**src/rtl/ncl_rx_pkg.sv**
```systemverilog
// Shared definitions for the NCL dual-rail receiver: rail codes, channel
// state encoding and small decode helpers.
package ncl_rx_pkg;

   // Two-rail code as seen after synchronization: {rail1 (TRUE), rail0 (FALSE)}
   localparam logic [1:0] RAIL_NULL    = 2'b00;
   localparam logic [1:0] RAIL_DATA0   = 2'b01;
   localparam logic [1:0] RAIL_DATA1   = 2'b10;
   localparam logic [1:0] RAIL_ILLEGAL = 2'b11;

   // Per-channel handshake state. Ack is high in CAPT/DRAIN, slot is full in CAPT/FULL.
   typedef enum logic [1:0] {
      ST_EMPTY = 2'b00,
      ST_CAPT  = 2'b01,
      ST_FULL  = 2'b10,
      ST_DRAIN = 2'b11
   } chan_state_t;

   // True when the code carries a valid data bit (exactly one rail high)
   function automatic logic rail_is_data(input logic [1:0] code);
      return (code == RAIL_DATA0) || (code == RAIL_DATA1);
   endfunction

   // True when the code is the NULL spacer
   function automatic logic rail_is_null(input logic [1:0] code);
      return (code == RAIL_NULL);
   endfunction

   // True when both rails are high, which no correct NCL stage produces
   function automatic logic rail_is_illegal(input logic [1:0] code);
      return (code == RAIL_ILLEGAL);
   endfunction

endpackage

```
**src/rtl/digit_counter_reader_if.sv**
```systemverilog
// Word-delivery bus between the receiver and the clocked consumer.
// The receiver (master) presents value/ovf with valid; the consumer
// (slave) accepts with ready.
interface digit_counter_reader_if #(
   parameter int DIGITS = 32
);
   logic [DIGITS-1:0] value;
   logic              ovf;
   logic              valid;
   logic              ready;

   modport master (
      output value,
      output ovf,
      output valid,
      input  ready
   );

   modport slave (
      input  value,
      input  ovf,
      input  valid,
      output ready
   );
endinterface

```
**src/rtl/ncl_rx_channel.sv**
```systemverilog
// One dual-rail receive channel: rail synchronizer, four-state handshake
// FSM, one captured data bit and a combinational illegal-code pulse.
module ncl_rx_channel
   import ncl_rx_pkg::*;
#(
   parameter int SYNC_STAGES = 2
) (
   input  logic       i_clk,
   input  logic       i_init,
   input  logic [1:0] i_rails,
   input  logic       i_accept,
   output logic       o_ack,
   output logic       o_full,
   output logic       o_bit,
   output logic       o_err
);

   logic [1:0]  r_sync [SYNC_STAGES];
   chan_state_t r_state;
   logic        r_bit;

   logic [1:0]  w_code;
   chan_state_t w_state_nxt;
   logic        w_bit_nxt;

   // Rail synchronizer; deliberately not reset so in-flight data survives init
   always_ff @(posedge i_clk) begin
      r_sync[0] <= i_rails;
      for (int k = 1; k < SYNC_STAGES; k++) begin
         r_sync[k] <= r_sync[k-1];
      end
   end

   assign w_code = r_sync[SYNC_STAGES-1];

   // Next-state and capture logic; word accept outranks any rail event
   always_comb begin
      w_state_nxt = r_state;
      w_bit_nxt   = r_bit;
      case (r_state)
         ST_EMPTY: begin
            if (rail_is_data(w_code)) begin
               w_state_nxt = ST_CAPT;
               w_bit_nxt   = w_code[1];
            end else begin
               w_state_nxt = ST_EMPTY;
            end
         end
         ST_CAPT: begin
            if (i_accept) begin
               w_state_nxt = ST_DRAIN;
            end else if (rail_is_null(w_code)) begin
               w_state_nxt = ST_FULL;
            end else begin
               w_state_nxt = ST_CAPT;
            end
         end
         ST_FULL: begin
            if (i_accept) begin
               w_state_nxt = ST_EMPTY;
            end else begin
               w_state_nxt = ST_FULL;
            end
         end
         ST_DRAIN: begin
            if (rail_is_null(w_code)) begin
               w_state_nxt = ST_EMPTY;
            end else begin
               w_state_nxt = ST_DRAIN;
            end
         end
         default: begin
            w_state_nxt = ST_EMPTY;
         end
      endcase
   end

   // State and captured bit registers with synchronous init
   always_ff @(posedge i_clk) begin
      if (i_init) begin
         r_state <= ST_EMPTY;
         r_bit   <= 1'b0;
      end else begin
         r_state <= w_state_nxt;
         r_bit   <= w_bit_nxt;
      end
   end

   assign o_ack  = (r_state == ST_CAPT) || (r_state == ST_DRAIN);
   assign o_full = (r_state == ST_CAPT) || (r_state == ST_FULL);
   assign o_bit  = r_bit;
   assign o_err  = rail_is_illegal(w_code);

endmodule

```
**src/rtl/digit_counter_reader.sv**
```systemverilog
// Clocked receiver for the dual-rail NCL digit counter ring. Runs one
// channel per digit plus one for the carry, and releases a binary word
// once every channel holds a captured bit.
module digit_counter_reader
   import ncl_rx_pkg::*;
#(
   parameter int DIGITS      = 32,
   parameter int SYNC_STAGES = 2
) (
   input  logic                  clk,
   input  logic                  init,
   input  logic [2*DIGITS-1:0]   sum_rails,
   input  logic [1:0]            carry_rails,
   output logic [DIGITS-1:0]     sumcomp,
   output logic                  carrycomp,
   output logic                  rail_err,
   digit_counter_reader_if.master bus
);

   // Carry is treated as channel DIGITS, one past the top digit
   logic [2*DIGITS+1:0] w_all_rails;
   logic [DIGITS:0]     w_ack;
   logic [DIGITS:0]     w_full;
   logic [DIGITS:0]     w_bit;
   logic [DIGITS:0]     w_err;
   logic                w_valid;
   logic                w_accept;
   logic                r_rail_err;

   assign w_all_rails = {carry_rails, sum_rails};

   for (genvar g = 0; g <= DIGITS; g++) begin : g_chan
      ncl_rx_channel #(
         .SYNC_STAGES (SYNC_STAGES)
      ) u_chan (
         .i_clk    (clk),
         .i_init   (init),
         .i_rails  (w_all_rails[2*g +: 2]),
         .i_accept (w_accept),
         .o_ack    (w_ack[g]),
         .o_full   (w_full[g]),
         .o_bit    (w_bit[g]),
         .o_err    (w_err[g])
      );
   end

   // A word is complete only when every slot is full; built from FSM state only
   assign w_valid  = &w_full;
   assign w_accept = w_valid & bus.ready;

   // Sticky illegal-code flag, cleared only by init
   always_ff @(posedge clk) begin
      if (init) begin
         r_rail_err <= 1'b0;
      end else begin
         r_rail_err <= r_rail_err | (|w_err);
      end
   end

   assign bus.valid = w_valid;
   assign bus.value = w_bit[DIGITS-1:0];
   assign bus.ovf   = w_bit[DIGITS];
   assign sumcomp   = w_ack[DIGITS-1:0];
   assign carrycomp = w_ack[DIGITS];
   assign rail_err  = r_rail_err;

endmodule
```
**src/flat_wrapper.sv**
```systemverilog
// flat-port wrapper written by rule: the top's interface ports become plain ports
module digit_counter_reader_flat import ncl_rx_pkg::*;
#(
   parameter int DIGITS      = 32,
   parameter int SYNC_STAGES = 2
)
  (clk, init, sum_rails, carry_rails, sumcomp, carrycomp, rail_err, bus_value, bus_ovf, bus_valid, bus_ready);
  digit_counter_reader_if #(.DIGITS(DIGITS)) bus_i ();
  input  logic clk;
  input  logic init;
  input  logic [2*DIGITS-1:0] sum_rails;
  input  logic [1:0] carry_rails;
  output logic [DIGITS-1:0] sumcomp;
  output logic carrycomp;
  output logic rail_err;
  output wire logic [$bits(bus_i.value)-1:0] bus_value;
  output wire logic [$bits(bus_i.ovf)-1:0] bus_ovf;
  output wire logic [$bits(bus_i.valid)-1:0] bus_valid;
  input wire logic [$bits(bus_i.ready)-1:0] bus_ready;
  assign bus_value = bus_i.value;
  assign bus_ovf = bus_i.ovf;
  assign bus_valid = bus_i.valid;
  assign bus_i.ready = bus_ready;
  digit_counter_reader #(.DIGITS(DIGITS), .SYNC_STAGES(SYNC_STAGES)) u_core (.clk(clk), .init(init), .sum_rails(sum_rails), .carry_rails(carry_rails), .sumcomp(sumcomp), .carrycomp(carrycomp), .rail_err(rail_err), .bus(bus_i));
endmodule
```
**config.mk**
```make
export PLATFORM = sky130hd
export DESIGN_NAME = digit_counter_reader_flat
export DESIGN_NICKNAME = d
export VERILOG_FILES = /design/src/rtl/ncl_rx_pkg.sv /design/src/rtl/digit_counter_reader_if.sv /design/src/rtl/ncl_rx_channel.sv /design/src/rtl/digit_counter_reader.sv /design/src/flat_wrapper.sv
export SDC_FILE = /design/constraint.sdc
export NUM_CORES = 1
export LEC_CHECK = 0
export BUFFER_PORTS_ARGS = -buffer_cell sky130_fd_sc_hd__buf_2
export CORE_MARGIN = 4
export CORE_UTILIZATION = 30
export DETAILED_ROUTE_END_ITERATION = 12
export PLACE_DENSITY = 0.52
export SYNTH_ARGS = -nofsm -noshare
export SYNTH_HDL_FRONTEND = slang
export SYNTH_SLANG_ARGS = --single-unit
```
**constraint.sdc**
```tcl
create_clock -name clk -period 4.5 [get_ports clk]
set_input_delay 0.9 -clock clk [delete_from_list [all_inputs] [get_ports clk]]
set_output_delay 0.9 -clock clk [all_outputs]
set_load 0.005 [all_outputs]
```
# Word level (Yosys, flattened, before mapping)
# Memories as Yosys holds them, arrays and structs flattened.
# Cells that the tools add are included.
word_totals:
  regBits: 100
  ramBits: 132
  inputBits: 69
  output_inout_bits: 68
  wordCells: 666
  memories: 33
classes:
  n_eq_ne: 198
  n_mux: 166
  n_bitwise: 2
  reduce_logical: 200
memory_table:
  columns: ["name", "words", "width", "rd", "rd_clocked_by_memory_dff", "write_ports", "line_no", "source"]
  rows:
  - ["u_core.g_chan[0].u_chan.r_sync", 2, 2, 2, 0, 2, "ncl_rx_channel.sv:18", "logic [1:0] r_sync [SYNC_STAGES];"]
  - ["u_core.g_chan[10].u_chan.r_sync", 2, 2, 2, 0, 2, "ncl_rx_channel.sv:18", null]
  - ["u_core.g_chan[11].u_chan.r_sync", 2, 2, 2, 0, 2, "ncl_rx_channel.sv:18", null]
  - ["u_core.g_chan[12].u_chan.r_sync", 2, 2, 2, 0, 2, "ncl_rx_channel.sv:18", null]
  - ["u_core.g_chan[13].u_chan.r_sync", 2, 2, 2, 0, 2, "ncl_rx_channel.sv:18", null]
  - ["u_core.g_chan[14].u_chan.r_sync", 2, 2, 2, 0, 2, "ncl_rx_channel.sv:18", null]
  - ["27 more memories", null, null, null, null, null, null, null]
ops:
  columns: ["operator", "count"]
  rows:
  - ["$eq 2x2->1 const B", 132]
  - ["$pmux 2 s4", 33]
  - ["$mux 2", 100]
  - ["$eq 2x1->1 const B", 66]
  - ["$logic_not 2->1", 66]
  - ["$logic_or 1x1->1", 99]
  - ["$reduce_and 2->1", 33]
  - ["$mux 1", 33]
  - ["$reduce_and 33->1", 1]
  - ["$reduce_or 33->1", 1]
  - ["$and 1x1->1", 1]
  - ["$or 1x1->1", 1]

# Logic depth before layout (Yosys ltp)
# Gate-level depths: netlist of run 1.
depth:
  ltp_word: 6
  ltp_mapped: 9
  ltp_nobuf: 7

# By module
# A second synthesis of run 1 with hierarchy kept.
unflattened:
  cells_unflattened: 1017
  hier_area_um2: 11214.5
modules_own_cells:
  columns: ["mod", "instances", "cells_each", "area_each_um2", "seq_area_each_um2"]
  rows:
  - ["ncl_rx_channel", 33, 30, 334.1, 140.1]
  - ["digit_counter_reader", 1, 27, 190.2, 20.0]

# Worst setup path after synthesis of run 1
# Ideal clock, no wire load.
synth_path:
  kind: "register to output"
  startpoint: "reg u_core.g_chan[14].u_chan.r_state[0]"
  endpoint: "out bus_valid"
  arrival_ns: 1.278
  required_time_ns: 3.600
  slack_ns: 2.322
  stages_incl_launch_ff: 6
  path_buffers: 0
  cell_sequence: "dfxtp_1 > inv_1 > ha_1 > nand4_1 > nor4_2 > and3_1"
synth_via:
  elab_chain_len: 3
  word_cells_on_any_way: 4
  cone_classes: "2 x eq/ne; 2 x reduce/logical"
synth_lines:
  columns: ["element", "line_no", "source"]
  rows:
  - ["from (decl)", "ncl_rx_channel.sv:19", "chan_state_t r_state;"]
  - ["from (signal assigned)", "ncl_rx_channel.sv:84", "r_state <= w_state_nxt;"]
  - ["$eq 2x1->1 / $eq 2x2->1 (equally long branches)", "ncl_rx_channel.sv:90", "assign o_full = (r_state == ST_CAPT) || (r_state == ST_FULL);"]
  - ["$logic_or 1x1->1 (*)", "ncl_rx_channel.sv:90", null]
  - ["$reduce_and 33->1 (*)", "digit_counter_reader.sv:48", "assign w_valid = &w_full;"]
  - ["to (decl)", "flat_wrapper.sv:18", "output wire logic [$bits(bus_i.valid)-1:0] bus_valid;"]
# Every way passes the cells marked *; elsewhere a longest branch is shown, timed or not.

# Final worst setup path of run 1
layout_path:
  startpoint: "reg u_core.g_chan[30].u_chan.r_state[1]"
  endpoint: "out bus_valid"
layout_via:
  elab_chain_len: 3
  word_cells_on_any_way: 4
  cone_classes: "2 x eq/ne; 2 x reduce/logical"
layout_lines:
  columns: ["element", "line_no"]
  rows:
  - ["from (decl)", "ncl_rx_channel.sv:19"]
  - ["from (signal assigned)", "ncl_rx_channel.sv:84"]
  - ["$eq 2x1->1 / $eq 2x2->1 (equally long branches)", "ncl_rx_channel.sv:90"]
  - ["$logic_or 1x1->1 (*)", "ncl_rx_channel.sv:90"]
  - ["$reduce_and 33->1 (*)", "digit_counter_reader.sv:48"]
# Marked as above.

==> flow_metrics.tcl, run 1 <==
set metrics [dict create \
    final_nets 1544 \
    synth-edff-count 0 \
    power.density_nw_per_um2 406.6 \
    synth_nets 1459 \
    hp-class "register to register" \
    synthCells 1159 \
    end_kind "output port" \
    dieWidth_um 202.2 \
    post_cts_resized 0 \
    start_kind "register" \
    first_iter_violations 185 \
    dp_cells 1718 \
    fp-row-count 70 \
    viasPerCell 4.243 \
    post_cts_buffers 0 \
    cap_violations 0 \
    clockRootBuffer "clkbuf_16" \
    final_cells 1769 \
    critPathSlowestCell "nor4_2" \
    status "complete, no violations" \
    wl_per_cell_um 14.14 \
    grtUsageTotal_pct 11.94 \
    slew-limit-headroom_pct 34.04 \
    async_flop_share_pct 0 \
    dieArea_um2 40900 \
    yosys_warnings 0 \
    clk_latency_ps 560 \
    remaining_drc_errors 0 \
    period_minus_slack_ps 3262 \
    areaGrowthSynthToFinish_pct 16.11 \
    first_pass_iters 4 \
    crit_path_max_fanout 3 \
    drv_slew 0 \
    rsz0062_at_grt "false" \
    setup_viol 0 \
    crit_type "register to output port" \
    crit_chain "inv_1 -> ha_1 -> nand4_1 -> nor4_2 -> and3_1 -> buf_2" \
    routabilityCongestion 0.7988 \
    grt_pass1_vias 7676 \
    crit_family "simple AND/OR/NAND/NOR gates" \
    syn_avg_cell_area_um2 9.766 \
    ys_types 28 \
    cpPeakStageDelay_ps 470 \
    core-area_um2 36870 \
    worstSetupStartpoint "u_core.g_chan[30].u_chan.r_state[1]$_SDFF_PP0_" \
    postRouteAntennaNets 0 \
    period_share_pct 72.49 \
    htree_levels 1 \
    rrSetupSlack_ps 1510 \
    power_mw 5.343 \
    grt_pass1_wl_um 39470 \
    worstReg2RegStart "u_core.g_chan[30].u_chan.r_state[1]$_SDFF_PP0_" \
    placed_area_um2 12090 \
    synth_area_um2 11320 \
    min-delay-start "u_core.g_chan[22].u_chan.r_sync[0][1]$_DFF_P_" \
    cts_tree "yes" \
    drive_gt1_share_pct 19.60 \
    clockBufferDepth 3 \
    postCtsHoldBufs 0 \
    grt_overflow 0 \
    final_area_um2 13140 \
    worst_pin_slew_ps 980.4 \
    ios 137 \
    yosysTopAreaCell "dfxtp_1" \
    p_leak_nw 6.246 \
    yosysSeqAreaShare_pct 41.03 \
    synth_flop_cell "dfxtp_1" \
    wl_um 25010 \
    crit_required_ps 3600 \
    crit_buf_inv 2 \
    fin_skew_ps 15.15 \
    yosysMostFrequentCell "dfxtp_1" \
    clk_pin_slew_ps 60 \
    synth_area_leaders "dfxtp_1, ha_1, a21oi_1, buf_4, inv_1" \
    grt_max_degree 71 \
    fin_tns_setup_ps 0 \
    cts_buffers 28 \
    crit_arrival_ps 2360 \
    start_util_pct 30.70 \
    vias 7506 \
    antenna_found_initial 0 \
    synth_top_area_share_pct 41.03 \
    synthTopCellsByCount "dfxtp_1, ha_1, inv_1, a21oi_1, nand2_1" \
    dpl.hpwl_um 18940 \
    fmax_mhz 306.5 \
    clkSinkCount 232 \
    ir_drop_uv 296.1 \
    portBuffers 136 \
    finalHoldViolations 0 \
    die_y_um 202.2 \
    antenna_cells 0 \
    synth_seq_cells 232 \
]
worst reg2reg max path, cell delays in order, from the launching register on:
cell and delay [ps]:
dfxtp_1 370, inv_1 90, ha_1 320, nand4_1 210, nor4_2 470, and4_2 750, buf_4 360, o21ai_0 110
a211oi_1 230
logic make-up after synthesis:
| family | count (synthesis) | share of synthesized area, % |
|---|---|---|
| flip-flops | 232 | 41.03 |
| buffers and inverters | 218 | 9.584 |
| AND/OR/NAND/NOR | 279 | 12.44 |
| AO/OA/AOI/OAI | 199 | 11.41 |
| adder cells (fa/ha/maj) | 231 | 25.54 |
final timing paths:
check	endpoint	depth (start not counted)
worst max-delay path	bus_valid	6
worst min-delay path	u_core.g_chan[22].u_chan.r_sync[0][3]$_DFF_P_	0
worst max register to register	u_core.g_chan[28].u_chan.r_state[1]$_SDFF_PP0_	8
worst min register to register	u_core.g_chan[22].u_chan.r_sync[0][3]$_DFF_P_	0
layer usage:
metal  global-route usage [%]  vias up  part of all wire [%]
met3                    2.952       43                   4.9
li1                         -     3904                     -
met1                    14.87     3439                    46
met5                        0        -                     0
met2                    20.65      120                    47
met4                    3.225        0                   2.7
cell usage in the layout (no fill, tap or decap), drive strengths merged:
master | synthesis | layout
dfxtp | 232 | 232
ha | 231 | 231
buf | 77 | 141
inv | 132 | 132
a21oi | 99 | 99
nand2 | 89 | 89
nor2 | 46 | 46
nand3 | 34 | 34
or2 | 33 | 33
nor2b | 33 | 33
o21ai | 33 | 33
clkbuf | 9 | 32
a211oi | 28 | 28
a22oi | 22 | 22
nand3b | 22 | 22
a211o | 11 | 11
nor4 | 10 | 10
nand4 | 9 | 9
bufinv | 0 | 8
clkinv | 0 | 8
a21boi | 5 | 5
clkinvlp | 0 | 3
and3 | 2 | 2
and4 | 1 | 1
a31oi | 1 | 1
sequential cells by signal, summed over array words and instances (netlist names):
name,count
u_core.g_chan.u_chan.r_state,66
u_core.rail_err,1
u_core.g_chan.u_chan.r_sync,132
u_core.g_chan.u_chan.o_bit,33
stage by stage:
| step | hold WS (ps) | setup WS (ps) | util [%] |
|---|---|---|---|
| floorplan | 309.6 | 2322 | - |
| global placement | 310.9 | 1495 | 32.80 |
| finish | 324.3 | 1238 | 35.64 |
| CTS | 324.9 | 1098 | 35.64 |
| global route | 329.5 | 979.7 | 35.64 |
| detailed placement | 312.1 | 1426 | 32.80 |
final cells by class:
| class | count | area [um^2] |
|---|---|---|
| Clock buffer | 32 | 725.7 |
| Clock inverter | 19 | 321.6 |
| Fill cell | 3692 | 23730 |
| Inverter | 132 | 495.5 |
| Multi-Input combinational cell | 709 | 5590 |
| Sequential cell | 232 | 4644 |
| Tap cell | 504 | 630.6 |
| Timing Repair Buffer | 141 | 733.2 |
power by group:
group,internal [mW],total (mW),switching (mW)
logic,0.252,0.561,0.310
clock network,1.62,2.54,0.918
registers,2.18,2.25,0.0694
Power figures use the tool's default switching activity.
==> run 2: changes to the inputs <==
==> constraint.sdc (replaced) <==
create_clock -name clk -period 3.3 [get_ports clk]
set_input_delay 0.66 -clock clk [delete_from_list [all_inputs] [get_ports clk]]
set_output_delay 0.66 -clock clk [all_outputs]
set_load 0.005 [all_outputs]
==> flow_metrics.tcl, run 2 (synthesis results as in run 1) <==
set metrics [dict create \
    netSwitchingFraction_pct 24.60 \
    clkPwrFrac_pct 45.6 \
    seqCellArea_um2 4644 \
    end_kind "output port" \
    drv_slew 0 \
    post_cts_buffers 0 \
    clkSinkCount 232 \
    grt_pass1_wl_um 39810 \
    die_y_um 202.2 \
    final_common_cell "dfxtp_1" \
    first_pass_iters 5 \
    post_cts_resized 0 \
    grtUsageTotal_pct 12.03 \
    crit_required_ps 2640 \
    fp-row-count 70 \
    dieArea_um2 40900 \
    finalHoldViolations 0 \
    crit_arrival_ps 2410 \
    utilization_pct 35.46 \
    grt_pass1_vias 7597 \
    fillCellCount 3725 \
    ir_drop_uv 354.8 \
    ios 137 \
    clk_pin_slew_ps 60 \
    postCtsHoldBufs 0 \
    p_leak_nw 6.212 \
    first_iter_violations 308 \
    dieWidth_um 202.2 \
    postRouteAntennaNets 0 \
    cts_tree "yes" \
    slew-limit-headroom_pct 55.28 \
    routabilityCongestion 0.7621 \
    clk_latency_ps 550 \
    core-area_um2 36870 \
    antenna_found_initial 0 \
    rrSetupSlack_ps 720 \
    fmax_mhz 325.3 \
    multiInputGateArea_um2 5590 \
    internal_power_mw 5.310 \
    p_comb_share_pct 10.9 \
    hold_ws_ps 207.6 \
    clockBufferDepth 3 \
    viasPerCell 4.232 \
    cap_violations 0 \
    antenna_cells 0 \
    areaGrowthSynthToFinish_pct 15.51 \
    htree_levels 1 \
    portBuffers 136 \
    vias 7483 \
    crit_type "register to output port" \
    cts_buffers 27 \
    grt_max_degree 56 \
    seq_power_share_pct 43.5 \
    power.density_nw_per_um2 538.7 \
    setup_viol 0 \
    final_cell_mix "dfxtp_1, ha_1, buf_2" \
    fin_skew_ps 21.14 \
    worst_pin_slew_ps 670.8 \
    wl_per_cell_um 14.18 \
    rsz0062_at_grt "false" \
    start_util_pct 30.70 \
    power_mw 7.043 \
    drive_gt1_share_pct 19.62 \
    clockRootBuffer "clkbuf_16" \
    placed_area_um2 12110 \
    fin_tns_setup_ps 0 \
    hp-class "input pin to register" \
    switchingPower_mw 1.733 \
    final_area_um2 13070 \
    top_register "u_core.g_chan.u_chan.r_sync" \
    period_share_pct 93.16 \
    crit_path_max_fanout 3 \
    status "complete, no violations" \
    dpl.hpwl_um 18770 \
    start_kind "register" \
    wl_um 25070 \
    final_nets 1545 \
    largest_register_ff_count 132 \
    remaining_drc_errors 0 \
    grt_overflow 0 \
    period_minus_slack_ps 3074 \
]
-- run 2: cell types whose count changed in the layout (fill, tap and decap cells not counted), sizes merged --
| cell | previous run | this run |
|---|---|---|
| inv | 132 | 133 |
| clkinvlp | 3 | 4 |
| bufinv | 8 | 5 |
| clkinv | 8 | 4 |
| clkbuf | 32 | 34 |
| buf | 141 | 143 |
-- run 2: worst paths after layout --
kind,end,start,cells past startpoint
setup / recovery,bus_valid,u_core.g_chan[7].u_chan.r_state[0]$_SDFF_PP0_,6
setup reg to reg,u_core.g_chan[0].u_chan.r_state[1]$_SDFF_PP0_,u_core.g_chan[7].u_chan.r_state[0]$_SDFF_PP0_,8
hold / removal,u_core.g_chan[15].u_chan.r_sync[0][0]$_DFF_P_,sum_rails[30],1
hold reg to reg,u_core.g_chan[17].u_chan.r_sync[0][3]$_DFF_P_,u_core.g_chan[17].u_chan.r_sync[0][1]$_DFF_P_,0
-- run 2: final cells by class --
type	instances	share of cell area (%)
inverter	132	3.790
clock buffer	34	5.752
clock inverter	14	1.627
tap	504	4.823
multi-input combinational	709	42.76
timing repair buffer	143	5.723
sequential	232	35.52
-- run 2: power by group through the flow --
| stage | logic [mW] | registers [mW] | clock network [mW] |
|---|---|---|---|
| after floorplan | 0.589 | 3.10 | 0 |
| after global placement | 0.774 | 3.12 | 0 |
| after detailed placement | 0.779 | 3.13 | 0 |
| after CTS | 0.786 | 3.07 | 3.33 |
| after global routing | 0.883 | 3.08 | 3.45 |
| final | 0.765 | 3.06 | 3.21 |
-- run 2: metal layers --
layer  GRT usage [%]  vias up  part of all wire [%]
met5               0        -                     0
met2           20.87      109                    48
met4           2.692        0                   2.1
met1           15.10     3444                    46
met3           3.048       30                   4.7
li1                -     3900                     -
-- run 2: worst max-delay path, cell delays in order, from the launching register on --
cell	delay (ps)
dfxtp_1	370
inv_1	90
ha_1	310
nand4_1	190
nor4_2	490
and3_1	280
buf_2	130
-- run 2: through the flow --
stage                     worst slack [ps]  cells
after floorplan                       1314   1159
after global placement               650.9   1720
after detailed placement             659.9   1720
after CTS                            61.52   1768
after global routing                 11.58   1768
final                                225.8   1768
==> run 3: changes to the inputs <==
--- a/config.mk
+++ b/config.mk
@@ -8,8 +8,10 @@
 export BUFFER_PORTS_ARGS = -buffer_cell sky130_fd_sc_hd__buf_2
 export CORE_MARGIN = 4
 export CORE_UTILIZATION = 30
+export CTS_CLUSTER_SIZE = 28
 export DETAILED_ROUTE_END_ITERATION = 12
 export PLACE_DENSITY = 0.52
 export SYNTH_ARGS = -nofsm -noshare
 export SYNTH_HDL_FRONTEND = slang
+export SYNTH_HIERARCHICAL = 1
 export SYNTH_SLANG_ARGS = --single-unit
==> flow_metrics.tcl, run 3 <==
set metrics [dict create \
    clk_pin_slew_ps 60 \
    areaGrowthSynthToFinish_pct 21.23 \
    grt_pass1_wl_um 37710 \
    antenna_found_initial 0 \
    hp-class "input pin to register" \
    hold_ws_ps 200.1 \
    grt_max_degree 58 \
    crit_arrival_ps 2520 \
    synth_flop_cell "dfxtp_1" \
    clockRootBuffer "clkbuf_16" \
    clkPwrFrac_pct 46.3 \
    ys_types 23 \
    worstReg2RegStart "u_core/g_chan[25].u_chan/r_state[0]$_SDFF_PP0_" \
    cap_violations 0 \
    drive_gt1_share_pct 21.57 \
    dieArea_um2 40540 \
    final_common_cell "dfxtp_1" \
    start_util_pct 30.49 \
    synth-edff-count 0 \
    fp-row-count 70 \
    synthTopCellsByCount "dfxtp_1, ha_1, inv_1, nand2b_1, nand3_1" \
    p_leak_nw 6.324 \
    yosys_warnings 6 \
    yosysTopAreaCell "dfxtp_1" \
    synth_nets 1317 \
    placed_area_um2 12570 \
    wl_per_cell_um 13.64 \
    rsz0062_at_grt "false" \
    start_kind "register" \
    internal_power_mw 5.399 \
    ir_drop_uv 443.8 \
    htree_levels 1 \
    fin_skew_ps 30.51 \
    clk_latency_ps 560 \
    yosysMostFrequentCell "dfxtp_1" \
    vias 7278 \
    portBuffers 136 \
    period_share_pct 96.29 \
    status "complete, no violations" \
    yosysSeqAreaShare_pct 41.41 \
    fmax_mhz 314.7 \
    largest_register_ff_count 132 \
    netSwitchingFraction_pct 25.18 \
    finalHoldViolations 0 \
    synth_area_leaders "dfxtp_1, ha_1, inv_1, o41ai_2, a311oi_2" \
    slew-limit-headroom_pct 60.90 \
    crit_required_ps 2640 \
    p_comb_share_pct 11.2 \
    synth_top_area_share_pct 41.41 \
    worst_pin_slew_ps 586.5 \
    cts_buffers 28 \
    end_kind "output port" \
    syn_avg_cell_area_um2 11.03 \
    cts_tree "yes" \
    grt_overflow 0 \
    worstSetupStartpoint "u_core/g_chan[25].u_chan/r_state[0]$_SDFF_PP0_" \
    setup_viol 0 \
    crit_path_max_fanout 3 \
    min-delay-start "carry_rails[0]" \
    first_pass_iters 6 \
    remaining_drc_errors 0 \
    crit_type "register to output port" \
    core-area_um2 36790 \
    postRouteAntennaNets 0 \
    period_minus_slack_ps 3178 \
    die_y_um 201.3 \
    first_iter_violations 222 \
    switchingPower_mw 1.817 \
    grt_pass1_vias 7383 \
    dieWidth_um 201.3 \
    clkSinkCount 232 \
    top_register "u_core/g_chan.u_chan/r_sync" \
    synthCells 1017 \
    antenna_cells 0 \
    async_flop_share_pct 0 \
    grtUsageTotal_pct 11.19 \
    routabilityCongestion 0.7519 \
    post_cts_buffers 0 \
    clockBufferDepth 3 \
    wl_um 22900 \
    final_nets 1488 \
    power.density_nw_per_um2 530.7 \
    final_area_um2 13600 \
    final_cell_mix "dfxtp_1, ha_1, inv_1" \
    viasPerCell 4.337 \
    ios 137 \
    synth_seq_cells 232 \
    drv_slew 0 \
    synth_area_um2 11210 \
    dpl.hpwl_um 16880 \
    seq_power_share_pct 42.5 \
]
[run 3: kinds of logic (layout without fill, tap and decap cells)]
| group | after synthesis | in the layout | synth area share, % |
|---|---|---|---|
| and+or+nand+nor | 189 | 189 | 9.896 |
| buffers and inverters | 166 | 359 | 5.556 |
| AOI/OAI and AO/OA | 199 | 199 | 17.36 |
| DFF | 232 | 232 | 41.41 |
| adders and majority gates | 231 | 231 | 25.77 |
[run 3: path summary, 6_finish.rpt]
path	endpoint	slack, ps	cells past startpoint
setup / recovery	bus_valid	120	6
hold / removal	u_core/g_chan[32].u_chan/r_sync[0][0]$_DFF_P_	200	1
setup reg to reg	u_core/g_chan[24].u_chan/r_state[0]$_SDFF_PP0_	470	8
hold reg to reg	u_core/g_chan[19].u_chan/r_sync[0][2]$_DFF_P_	320	0
[run 3: area by class of cell]
cell class	count	area [um^2]
inverter	166	623.1
sequential	232	4644
multi-input combinational	619	5964
clock buffer	31	721.9
tap	468	585.6
clock inverter	21	294.0
timing repair buffer	141	762.0
fill	3603	23190
[run 3: critical path, stage by stage (launching register included)]
cell and delay [ps]:
dfxtp_1 360, inv_1 100, ha_1 280, nand4_1 210, or4_4 630, nor3_2 220
buf_2 180
[run 3: through the flow]
stage | util (%) | setup slack (ps) | instances | power (mW) | setup TNS (ps)
global route | 36.96 | 22.19 | 1678 | 7.583 | 0
detailed placement | 34.17 | 323.5 | 1626 | 3.952 | 0
floorplan | - | -667.1 | 1017 | 3.622 | -43840
CTS | 36.96 | 57.34 | 1678 | 7.369 | 0
global placement | 34.17 | 400.2 | 1626 | 3.948 | 0
finish | 36.96 | 122.5 | 1678 | 7.215 | 0
[run 3: layer usage]
| layer | up-vias | global-route usage (%) | share of wire (%) |
|---|---|---|---|
| met4 | 0 | 3.076 | 2.6 |
| met1 | 3330 | 15.48 | 50 |
| met5 | - | 0 | 0 |
| li1 | 3791 | - | - |
| met3 | 38 | 2.659 | 4.5 |
| met2 | 119 | 17.52 | 43 |
[run 3: power by group through the flow]
stage | registers, mW | logic, mW | clock network, mW
6_report | 3.07 | 0.809 | 3.34
3_5_place_dp | 3.13 | 0.821 | 0
3_3_place_gp | 3.13 | 0.817 | 0
4_1_cts | 3.07 | 0.829 | 3.47
5_1_grt | 3.09 | 0.925 | 3.57
2_1_floorplan | 3.11 | 0.515 | 0
[run 3: timing repair]
action	CTS	global route
gates resized for setup	2	0
endpoints found under the setup margin	1	0
hold buffers	0	0
